### config.mk
export PLATFORM = sky130hd
export DESIGN_NAME = tx_pattern_gen
export DESIGN_NICKNAME = d
export VERILOG_FILES = /design/src/rtl/tx_pattern_pkg.sv /design/src/rtl/prbs_par_step.sv /design/src/rtl/tx_pattern_gen.sv
export SDC_FILE = /design/constraint.sdc
export NUM_CORES = 1
export LEC_CHECK = 0
export ABC_AREA = 1
export BUFFER_PORTS_ARGS = -buffer_cell sky130_fd_sc_hd__buf_4
export CORE_ASPECT_RATIO = 1.75
export CORE_UTILIZATION = 30
export CTS_CLUSTER_SIZE = 20
export DETAILED_ROUTE_END_ITERATION = 7
export PLACE_DENSITY = 0.49
export SYNTH_ARGS = -nofsm -noshare
export SYNTH_HDL_FRONTEND = slang
export SYNTH_SLANG_ARGS = --single-unit
### constraint.sdc
create_clock -name clk -period 2.4 [get_ports clk]
set_clock_uncertainty 0.15 [all_clocks]
set_input_delay 0.6 -clock clk [delete_from_list [all_inputs] [get_ports clk]]
set_output_delay 0.6 -clock clk [all_outputs]
set_load 0.01 [all_outputs]
### src/rtl/tx_pattern_pkg.sv
// Shared types and constants for the TX test-pattern generator and PRBS step logic.
package tx_pattern_pkg;

    localparam int W = 16;
    localparam logic [15:0] CLK_PAT = 16'hAAAA;

    typedef enum logic [1:0] {
        MODE_ZERO  = 2'd0,
        MODE_FIXED = 2'd1,
        MODE_CLK   = 2'd2,
        MODE_PRBS  = 2'd3
    } mode_t;

    typedef enum logic [1:0] {
        SEL_PRBS7     = 2'd0,
        SEL_PRBS15    = 2'd1,
        SEL_PRBS31    = 2'd2,
        SEL_PRBS31_B  = 2'd3
    } prbs_sel_t;

    typedef enum logic [1:0] {
        ST_IDLE = 2'd0,
        ST_LOAD = 2'd1,
        ST_RUN  = 2'd2
    } state_t;

    // Polynomial orders and second tap positions (1-based, as in x^N + x^T + 1)
    localparam int unsigned PRBS7_ORDER  = 7;
    localparam int unsigned PRBS7_TAP    = 6;
    localparam int unsigned PRBS15_ORDER = 15;
    localparam int unsigned PRBS15_TAP   = 14;
    localparam int unsigned PRBS31_ORDER = 31;
    localparam int unsigned PRBS31_TAP   = 28;

    function automatic logic [30:0] order_mask(input prbs_sel_t sel);
        case (sel)
            SEL_PRBS7:  return 31'h0000_007F;
            SEL_PRBS15: return 31'h0000_7FFF;
            default:    return 31'h7FFF_FFFF;
        endcase
    endfunction

endpackage

### src/rtl/prbs_par_step.sv
// Combinational 16-step advance of a Fibonacci LFSR; word[15] is the first output bit.
module prbs_par_step
    import tx_pattern_pkg::*;
(
    input  logic [30:0]  lfsr,
    input  prbs_sel_t    prbs_sel,
    output logic [30:0]  lfsr_next,
    output logic [W-1:0] word
);

    logic [30:0] s;
    logic        msb;
    logic        fb;

    always_comb begin
        s    = lfsr;
        msb  = 1'b0;
        fb   = 1'b0;
        word = '0;
        for (int unsigned i = 0; i < W; i++) begin
            case (prbs_sel)
                SEL_PRBS7: begin
                    msb = s[PRBS7_ORDER-1];
                    fb  = s[PRBS7_ORDER-1] ^ s[PRBS7_TAP-1];
                end
                SEL_PRBS15: begin
                    msb = s[PRBS15_ORDER-1];
                    fb  = s[PRBS15_ORDER-1] ^ s[PRBS15_TAP-1];
                end
                default: begin
                    msb = s[PRBS31_ORDER-1];
                    fb  = s[PRBS31_ORDER-1] ^ s[PRBS31_TAP-1];
                end
            endcase
            word[W-1-i] = msb;
            s = {s[29:0], fb} & order_mask(prbs_sel);
        end
        lfsr_next = s;
    end

endmodule

### src/rtl/tx_pattern_gen.sv
// Parallel 16-bit test-pattern source for the TX serializer: zeros, fixed, clock and PRBS
// patterns with optional inversion and single-word error injection.
module tx_pattern_gen
    import tx_pattern_pkg::*;
#(
    parameter int W     = 16,
    parameter int CNT_W = 8
) (
    input  logic             clk,
    input  logic             rst_n,
    input  logic             en,
    input  logic [1:0]       mode,
    input  logic [1:0]       prbs_sel,
    input  logic [30:0]      seed,
    input  logic [W-1:0]     fixed_pat,
    input  logic             inv,
    input  logic             inj_err,
    output logic [W-1:0]     dout,
    output logic             dout_valid,
    output logic             seed_zero,
    output logic [CNT_W-1:0] inj_cnt
);

    state_t       state;
    mode_t        mode_q;
    prbs_sel_t    sel_q;
    logic         inv_q;
    logic [W-1:0] fixed_q;
    logic [30:0]  lfsr;
    logic         inj_d;

    logic [30:0]  lfsr_step;
    logic [W-1:0] prbs_word;
    logic [30:0]  seed_masked;
    logic [W-1:0] word;
    logic [W-1:0] err_mask;
    logic         inj_rise;

    prbs_par_step u_step (
        .lfsr      (lfsr),
        .prbs_sel  (sel_q),
        .lfsr_next (lfsr_step),
        .word      (prbs_word)
    );

    always_comb begin
        seed_masked = seed & order_mask(prbs_sel_t'(prbs_sel));
        case (mode_q)
            MODE_ZERO:  word = '0;
            MODE_FIXED: word = fixed_q;
            MODE_CLK:   word = CLK_PAT;
            default:    word = prbs_word;
        endcase
        inj_rise = inj_err & ~inj_d;
        err_mask = '0;
        if (state == ST_RUN && inj_rise)
            err_mask[W-1] = 1'b1;
    end

    // Settings and seed are captured on IDLE->LOAD; LOAD emits the first word on its way to RUN.
    always_ff @(posedge clk or negedge rst_n) begin
        if (!rst_n) begin
            state      <= ST_IDLE;
            mode_q     <= MODE_ZERO;
            sel_q      <= SEL_PRBS7;
            inv_q      <= 1'b0;
            fixed_q    <= '0;
            lfsr       <= '0;
            inj_d      <= 1'b0;
            dout       <= '0;
            dout_valid <= 1'b0;
            seed_zero  <= 1'b0;
            inj_cnt    <= '0;
        end else begin
            inj_d <= inj_err;
            case (state)
                ST_IDLE: begin
                    dout       <= '0;
                    dout_valid <= 1'b0;
                    if (en) begin
                        state   <= ST_LOAD;
                        mode_q  <= mode_t'(mode);
                        sel_q   <= prbs_sel_t'(prbs_sel);
                        inv_q   <= inv;
                        fixed_q <= fixed_pat;
                        if (seed_masked == '0) begin
                            lfsr      <= 31'd1;
                            seed_zero <= 1'b1;
                        end else begin
                            lfsr <= seed_masked;
                        end
                    end
                end
                ST_LOAD: begin
                    if (en) begin
                        state      <= ST_RUN;
                        dout       <= word ^ {W{inv_q}};
                        dout_valid <= 1'b1;
                        if (mode_q == MODE_PRBS)
                            lfsr <= lfsr_step;
                    end else begin
                        state      <= ST_IDLE;
                        dout       <= '0;
                        dout_valid <= 1'b0;
                    end
                end
                ST_RUN: begin
                    if (en) begin
                        dout       <= word ^ {W{inv_q}} ^ err_mask;
                        dout_valid <= 1'b1;
                        if (mode_q == MODE_PRBS)
                            lfsr <= lfsr_step;
                        if (inj_rise && inj_cnt != '1)
                            inj_cnt <= inj_cnt + 1'b1;
                    end else begin
                        state      <= ST_IDLE;
                        dout       <= '0;
                        dout_valid <= 1'b0;
                    end
                end
                default: begin
                    state      <= ST_IDLE;
                    dout       <= '0;
                    dout_valid <= 1'b0;
                end
            endcase
        end
    end

endmodule
==> metrics.cfg, run 1 <==
[clock_tree]
h-tree-depth = 3
clkLatencyLatePin_ns = 0.35
cts_sinks = 81
cts_tree = done
cts_buffers = 9
clockBufferDepth = 2
clk_pin_slew_ns = 0.07
ctsHoldBuffers = 0
cts_root_buf = clkbuf_16
post_cts_buffers = 0
ctsResizeCount = 0

[global_routing]
grt_pass1_wl_mm = 29.9
grt_max_degree = 46
first_global_vias = 5223
antenna_found_initial = 0
grt_usage_pct = 24.4
overflow = 0

[power]
power.internal_uw = 4820
pwr-share-seq_pct = 25.0
p_switching_uw = 4980
clkPwrFrac_pct = 13.9
leakage_uw = 0.00312
power_density_nw_per_um2 = 1560
sw_frac_of_total_pct = 50.8
combPwrFrac_pct = 61.1
peakVddDrop_v = 0.000563

[timing]
slew_violations = 0
rsz0062_at_grt = no
finalSetupViolations = 0
worst_slack_ns = 0.196
tightest_slew_ns = 0.592
whs_ns = 0.0965
relSlewSlack_pct = 60.4
min_period_over_period_pct = 91.8
min_period_ns = 2.20
hold_viol_final = 0
fmax_ghz = 0.454
fin_setup_tns_ns = 0

[finish]
area_delta_synth_final_pct = 28.3
fill_cells = 1702
final_cell_mix = nand2_1, buf_4, dfrtp_1
layout.nets = 839
diodes = 0
drive_above_1_share_pct = 22.3
utilization_pct = 39.3
layout_commonest_cell = nand2_1

[setup_path]
arrival_ns = 2.29
crit_required_ns = 2.48
crit_path_start_kind = flop
worstPathCellList = nor2_4, inv_1, buf_4, nor2_2, nor3_2, inv_1, nand2_1, o21ai_1, nand2_1, o211ai_1, o21ai_1
reg2reg_slack_ns = 0.20
max_stage_delay_ns = 0.50
critPathKind = reg2reg
crit_slowest_cell = dfrtp_1
crit_path_max_fanout = 10
end_kind = flop

[place]
dp_slack_ns = 0.131
detailed_place_hpwl_mm = 15.8
io_buffers = 81
place.gp.congestion = 0.947

[yosys]
syn_area_per_cell_um2 = 7.33
ys_ff_latch = 81
ys_seq_area_share_pct = 41.4
synthFlopType = dfrtp_1
syn-num-nets = 727
synthArstFlopShare_pct = 100
syn_area_um2 = 4890
ys_types = 39
synth_cells = 667
ys_warn_count = 0
synth_edf_count = 0

[routing]
finalWirelength_mm = 19.6
vias_per_cell = 5.21
num_vias = 5065
highest_layer = met4
post-route-drc-count = 0
drt-met1-wl_mm = 7.02
post_drt_wl_per_cell_um = 20.1
wl_met3_um = 659
firstDrtPassIters = 7
drtAntennaViolNets = 0
dr.first_iter.drc_count = 348
met2_length_mm = 10.4

[floorplanning]
die_y_um = 171
boundaryPins = 82
die_width_um = 98.5
rows = 61
dieArea_um2 = 16800
core-area_um2 = 16000
start_util_pct = 30.7

[status]
status = finished, final reports clean

[run]
cap_violations = 0

[hold_path]
hold_path_class = in2async

## worst max-delay path: cells and delay by family (launching register included)
family / cells / cell delay, ns
buffers and inverters: 3 / 0.36
AOI/OAI and AO/OA: 3 / 0.26
and+or+nand+nor: 5 / 0.82
DFF: 1 / 0.50
## cell usage after synthesis (2+ instances only)
library cell	instances	area share, %
o211ai_1	5	0.77
buf_2	11	1.1
nor2_2	3	0.38
nand2_2	8	1.0
inv_1	66	5.1
o22ai_1	15	1.9
o21ai_1	14	1.4
a31oi_1	12	1.5
nor2_1	44	3.4
inv_2	8	0.61
xnor2_1	6	1.1
nand4_1	9	1.2
nand2_1	195	15
o21ai_0	53	5.4
nor2_4	2	0.46
o221ai_1	6	1.1
xor2_1	8	1.4
o21a_1	5	0.77
nand3_2	7	1.4
a21oi_1	34	3.5
ha_1	4	1.0
nand3_1	25	2.6
dfrtp_1	81	41
a211oi_1	3	0.46
a22oi_1	7	1.1
clkbuf_1	12	0.92
nor3_1	9	0.92
buf_6	4	0.92
## per-stage QoR
stage                     cell area (µm²)  instances  total power (µW)
after floorplan                      4890        667              5840
after global placement               5990        957              8440
after detailed placement             5990        957              8440
after CTS                            6270        973              9830
after global routing                 6270        973             10600
final                                6270        973              9800
## power groups by stage
stage                     Combinational (µW)  Sequential [µW]  Clock (µW)
after floorplan                         3580             2260           0
after global placement                  5970             2470           0
after detailed placement                5970             2470           0
after CTS                               5990             2450        1390
after global routing                    6610             2510        1450
final                                   5990             2450        1360
## final cells by class
type / count / area (µm²) / area share (%)
clock buffers: 11 / 243 / 3.87
clock inverters: 5 / 38.8 / 0.618
inverters: 75 / 284 / 4.53
multi-input cells: 484 / 2430 / 38.8
flip-flops and latches: 81 / 2030 / 32.3
well taps: 189 / 236 / 3.77
repair buffers: 128 / 1010 / 16.1
## state kept, by name, summed over array words and instances, names as in the netlist
signal,count
dout,16
state,2
dout_valid,1
inv_q,1
fixed_q,16
sel_q,2
mode_q,2
inj_d,1
seed_zero,1
inj_cnt,8
lfsr,31
## metal layers
layer / global-route usage (%) / vias up
met5: 0 / -
met4: 17.9 / 0
met3: 3.35 / 65
met2: 45.8 / 164
met1: 24.2 / 2405
li1: - / 2431
## kinds of logic after synthesis
family | count (synthesis) | share of synthesized area [%]
simple gates | 305 | 26.8
compound gates | 161 | 19.5
buf+inv | 102 | 8.77
flops | 81 | 41.4
xor+xnor | 14 | 2.51
fa+ha+maj | 4 | 1.02
## path summary, 6_finish.rpt
| path | end | start | depth (start not counted) |
|---|---|---|---|
| min in group clk | inj_d$_DFF_PN0_ | inj_err | 1 |
| hold reg to reg | fixed_q[10]$_DFFE_PN0P_ | fixed_q[10]$_DFFE_PN0P_ | 2 |
| max in group asynchronous | mode_q[1]$_DFFE_PN0P_ | rst_n | 2 |
| setup / recovery | lfsr[4]$_DFFE_PN0P_ | sel_q[1]$_DFFE_PN0P_ | 11 |
| setup reg to reg | lfsr[4]$_DFFE_PN0P_ | sel_q[1]$_DFFE_PN0P_ | 11 |
| hold / removal | lfsr[6]$_DFFE_PN0P_ | rst_n | 1 |
(Power assumes the default switching activity.)
==> run 2: changes to the inputs <==
--- a/config.mk
+++ b/config.mk
@@ -9,6 +9,7 @@
 export BUFFER_PORTS_ARGS = -buffer_cell sky130_fd_sc_hd__buf_4
 export CORE_ASPECT_RATIO = 1.75
 export CORE_UTILIZATION = 30
+export CTS_BUF_LIST = sky130_fd_sc_hd__clkbuf_4
 export CTS_CLUSTER_SIZE = 20
 export DETAILED_ROUTE_END_ITERATION = 7
 export PLACE_DENSITY = 0.49
==> run 2 against run 1 <==
The run now ends with DRC left; total power down 5.9%; first-iteration DRC count up 5.2%; sequential share of layout area up 0.80 points; cell area down 2.4%; global-route usage down 0.061 points; register-to-register slack worse by 0.03 ns; sequential power about the same; non-clock buffer count up 1; count of clock-buffer cells in the layout down 1; clock power down 43%; utilization down 0.95 points.
==> metrics.cfg, run 2 (synthesis results as in run 1) <==
[timing]
relSlewSlack_pct = 59.7  ; -0.73 points
hold_viol_final = 0  ; unchanged
min_period_over_period_pct = 93.1  ; +1.3 points
fin_setup_tns_ns = 0  ; unchanged
min_period_ns = 2.23  ; +0.0301 ns
finalSetupViolations = 0  ; unchanged
slew_violations = 0  ; unchanged
rsz0062_at_grt = no
fmax_ghz = 0.448  ; -1.3%
tightest_slew_ns = 0.603  ; +0.0109 ns

[finish]
regMostFlops = lfsr
largestRegisters = lfsr (31), dout (16), fixed_q (16)
layout_commonest_cell = nand2_1
largest_register_ff_count = 31  ; unchanged
layout.nets = 840  ; +0.12%
final_cell_mix = nand2_1, buf_4, dfrtp_1
fill_cells = 1716  ; +0.82%
drive_above_1_share_pct = 22.3  ; -0.028 points
area_delta_synth_final_pct = 25.2

[global_routing]
grt_pass1_wl_mm = 29.8  ; -0.18%
grt_usage_pct = 24.3  ; -0.061 points
first_global_vias = 5190  ; -0.63%
overflow = 0  ; unchanged
grt_max_degree = 46  ; unchanged
antenna_found_initial = 1  ; +1

[place]
place.gp.congestion = 0.947  ; unchanged
io_buffers = 81  ; unchanged
detailed_place_hpwl_mm = 15.8  ; unchanged

[setup_path]
crit_required_ns = 2.63  ; +0.15 ns
arrival_ns = 2.47  ; +0.18 ns
end_kind = flop
critical_path.startpoint = sel_q[1]$_DFFE_PN0P_
critPathBufInv = 1  ; -2
cpLargestDelayFamily = simple AND/OR/NAND/NOR gates
crit_slowest_cell = dfrtp_1
critPathKind = reg2reg
worstPathCellList = nor2_4, nand3_2, nand3_2, nand2_2, nand3_2, nand2_1, nor2_2, buf_4, nand2_1, a22oi_1
reg2reg_from = sel_q[1]$_DFFE_PN0P_
crit_path_start_kind = flop
crit_path_max_fanout = 10  ; unchanged
cp_common_cell = nand3_2
max_stage_delay_ns = 0.53  ; +0.03 ns

[power]
peakVddDrop_v = 0.000560  ; -0.53%
p_total_uw = 9230  ; -5.9%
power_density_nw_per_um2 = 1510  ; -3.5%
leakage_uw = 0.00305  ; -2.2%

[clock_tree]
clkLatencyLatePin_ns = 0.45  ; +0.10 ns
cts_tree = done
clk_pin_slew_ns = 0.16  ; +0.09 ns
h-tree-depth = 3  ; unchanged
cts_root_buf = clkbuf_4
clockBufferDepth = 2  ; unchanged
cts_sinks = 81  ; unchanged
cts_buffers = 9  ; unchanged

[routing]
post_drt_wl_per_cell_um = 20.1  ; about the same
firstDrtPassIters = 8  ; +1
post-route-drc-count = 1  ; +1
drtAntennaViolNets = 0  ; unchanged
vias_per_cell = 5.14  ; -1.2%
num_vias = 5015  ; -0.99%
dr.first_iter.drc_count = 366  ; +5.2%
finalWirelength_mm = 19.6  ; +0.25%

[floorplanning]
rows = 61  ; unchanged
start_util_pct = 30.7  ; unchanged
die_width_um = 98.5  ; unchanged
dieArea_um2 = 16800  ; unchanged
die_y_um = 171  ; unchanged
boundaryPins = 82  ; unchanged
core-area_um2 = 16000  ; unchanged

[run]
cap_violations = 0  ; unchanged

[hold_path]
hp-start = inj_err
hold_path_class = in2reg

[status]
violations = DRC
status = finished with violations

[run 2: layout make-up]
cell class                      instances  area (µm²)  area share [%]
Clock buffer                           10        75.1            1.23
Timing Repair Buffer                  129        1020            16.7
Sequential cell                        81        2030            33.1
Antenna cell                            1        2.50          0.0409
Multi-Input combinational cell        484        2430            39.8
Inverter                               75         284            4.64
Clock inverter                          6        42.5           0.695
Tap cell                              189         236            3.86
[run 2: worst paths after layout]
check / endpoint / slack (ns) / depth (start not counted)
worst max-delay path: lfsr[9]$_DFFE_PN0P_ / 0.17 / 10
worst min-delay path: inj_d$_DFF_PN0_ / 0.11 / 1
worst max register to register: lfsr[9]$_DFFE_PN0P_ / 0.17 / 10
worst min register to register: fixed_q[10]$_DFFE_PN0P_ / 0.35 / 2
max in group asynchronous: mode_q[1]$_DFFE_PN0P_ / 0.99 / 3
min in group asynchronous: lfsr[6]$_DFFE_PN0P_ / 0.51 / 2
[run 2: metal layers]
| layer | GRT usage [%] | part of all wire [%] | up-vias |
|---|---|---|---|
| li1 | - | - | 2430 |
| met1 | 24.3 | 36 | 2366 |
| met2 | 46.3 | 54 | 168 |
| met3 | 2.70 | 3.1 | 51 |
| met4 | 17.3 | 7.1 | 0 |
| met5 | 0 | 0 | - |
[run 2: where the power goes]
part | leakage, µW | switching, µW | internal, µW
combinational | 0.00197 | 3810 | 2200
sequential | 0.00103 | 567 | 1880
clock | 0.0000527 | 548 | 224
[run 2: worst register-to-register path, cell delays in order (launching register included)]
cell and delay [ns]:
dfrtp_1 0.53, nor2_4 0.31, nand3_2 0.16, nand3_2 0.14, nand2_2 0.07, nand3_2 0.15, nand2_1 0.09, nor2_2 0.24
buf_4 0.16, nand2_1 0.04, a22oi_1 0.13
[run 2: through the flow]
step                      hold WS [ns]  area [µm²]  setup slack [ns]  util (%)  std cells
after global placement           0.314        5990             0.107      37.6        957
after floorplan                  0.154        4890             0.481         -        667
after detailed placement         0.318        5990             0.131      37.6        957
after CTS                       0.0716        6120             0.182      38.4        974
after global routing            0.0594        6120            0.0430      38.4        975
final                            0.109        6120             0.166      38.4        975
[run 2: timing repair]
item / in CTS / in global routing
endpoints found under the setup margin: 0 / 0
setup buffers: 0 / 0
hold endpoints to repair: 27 / 0
gates resized for setup: 0 / 0
hold buffers: 1 / 0
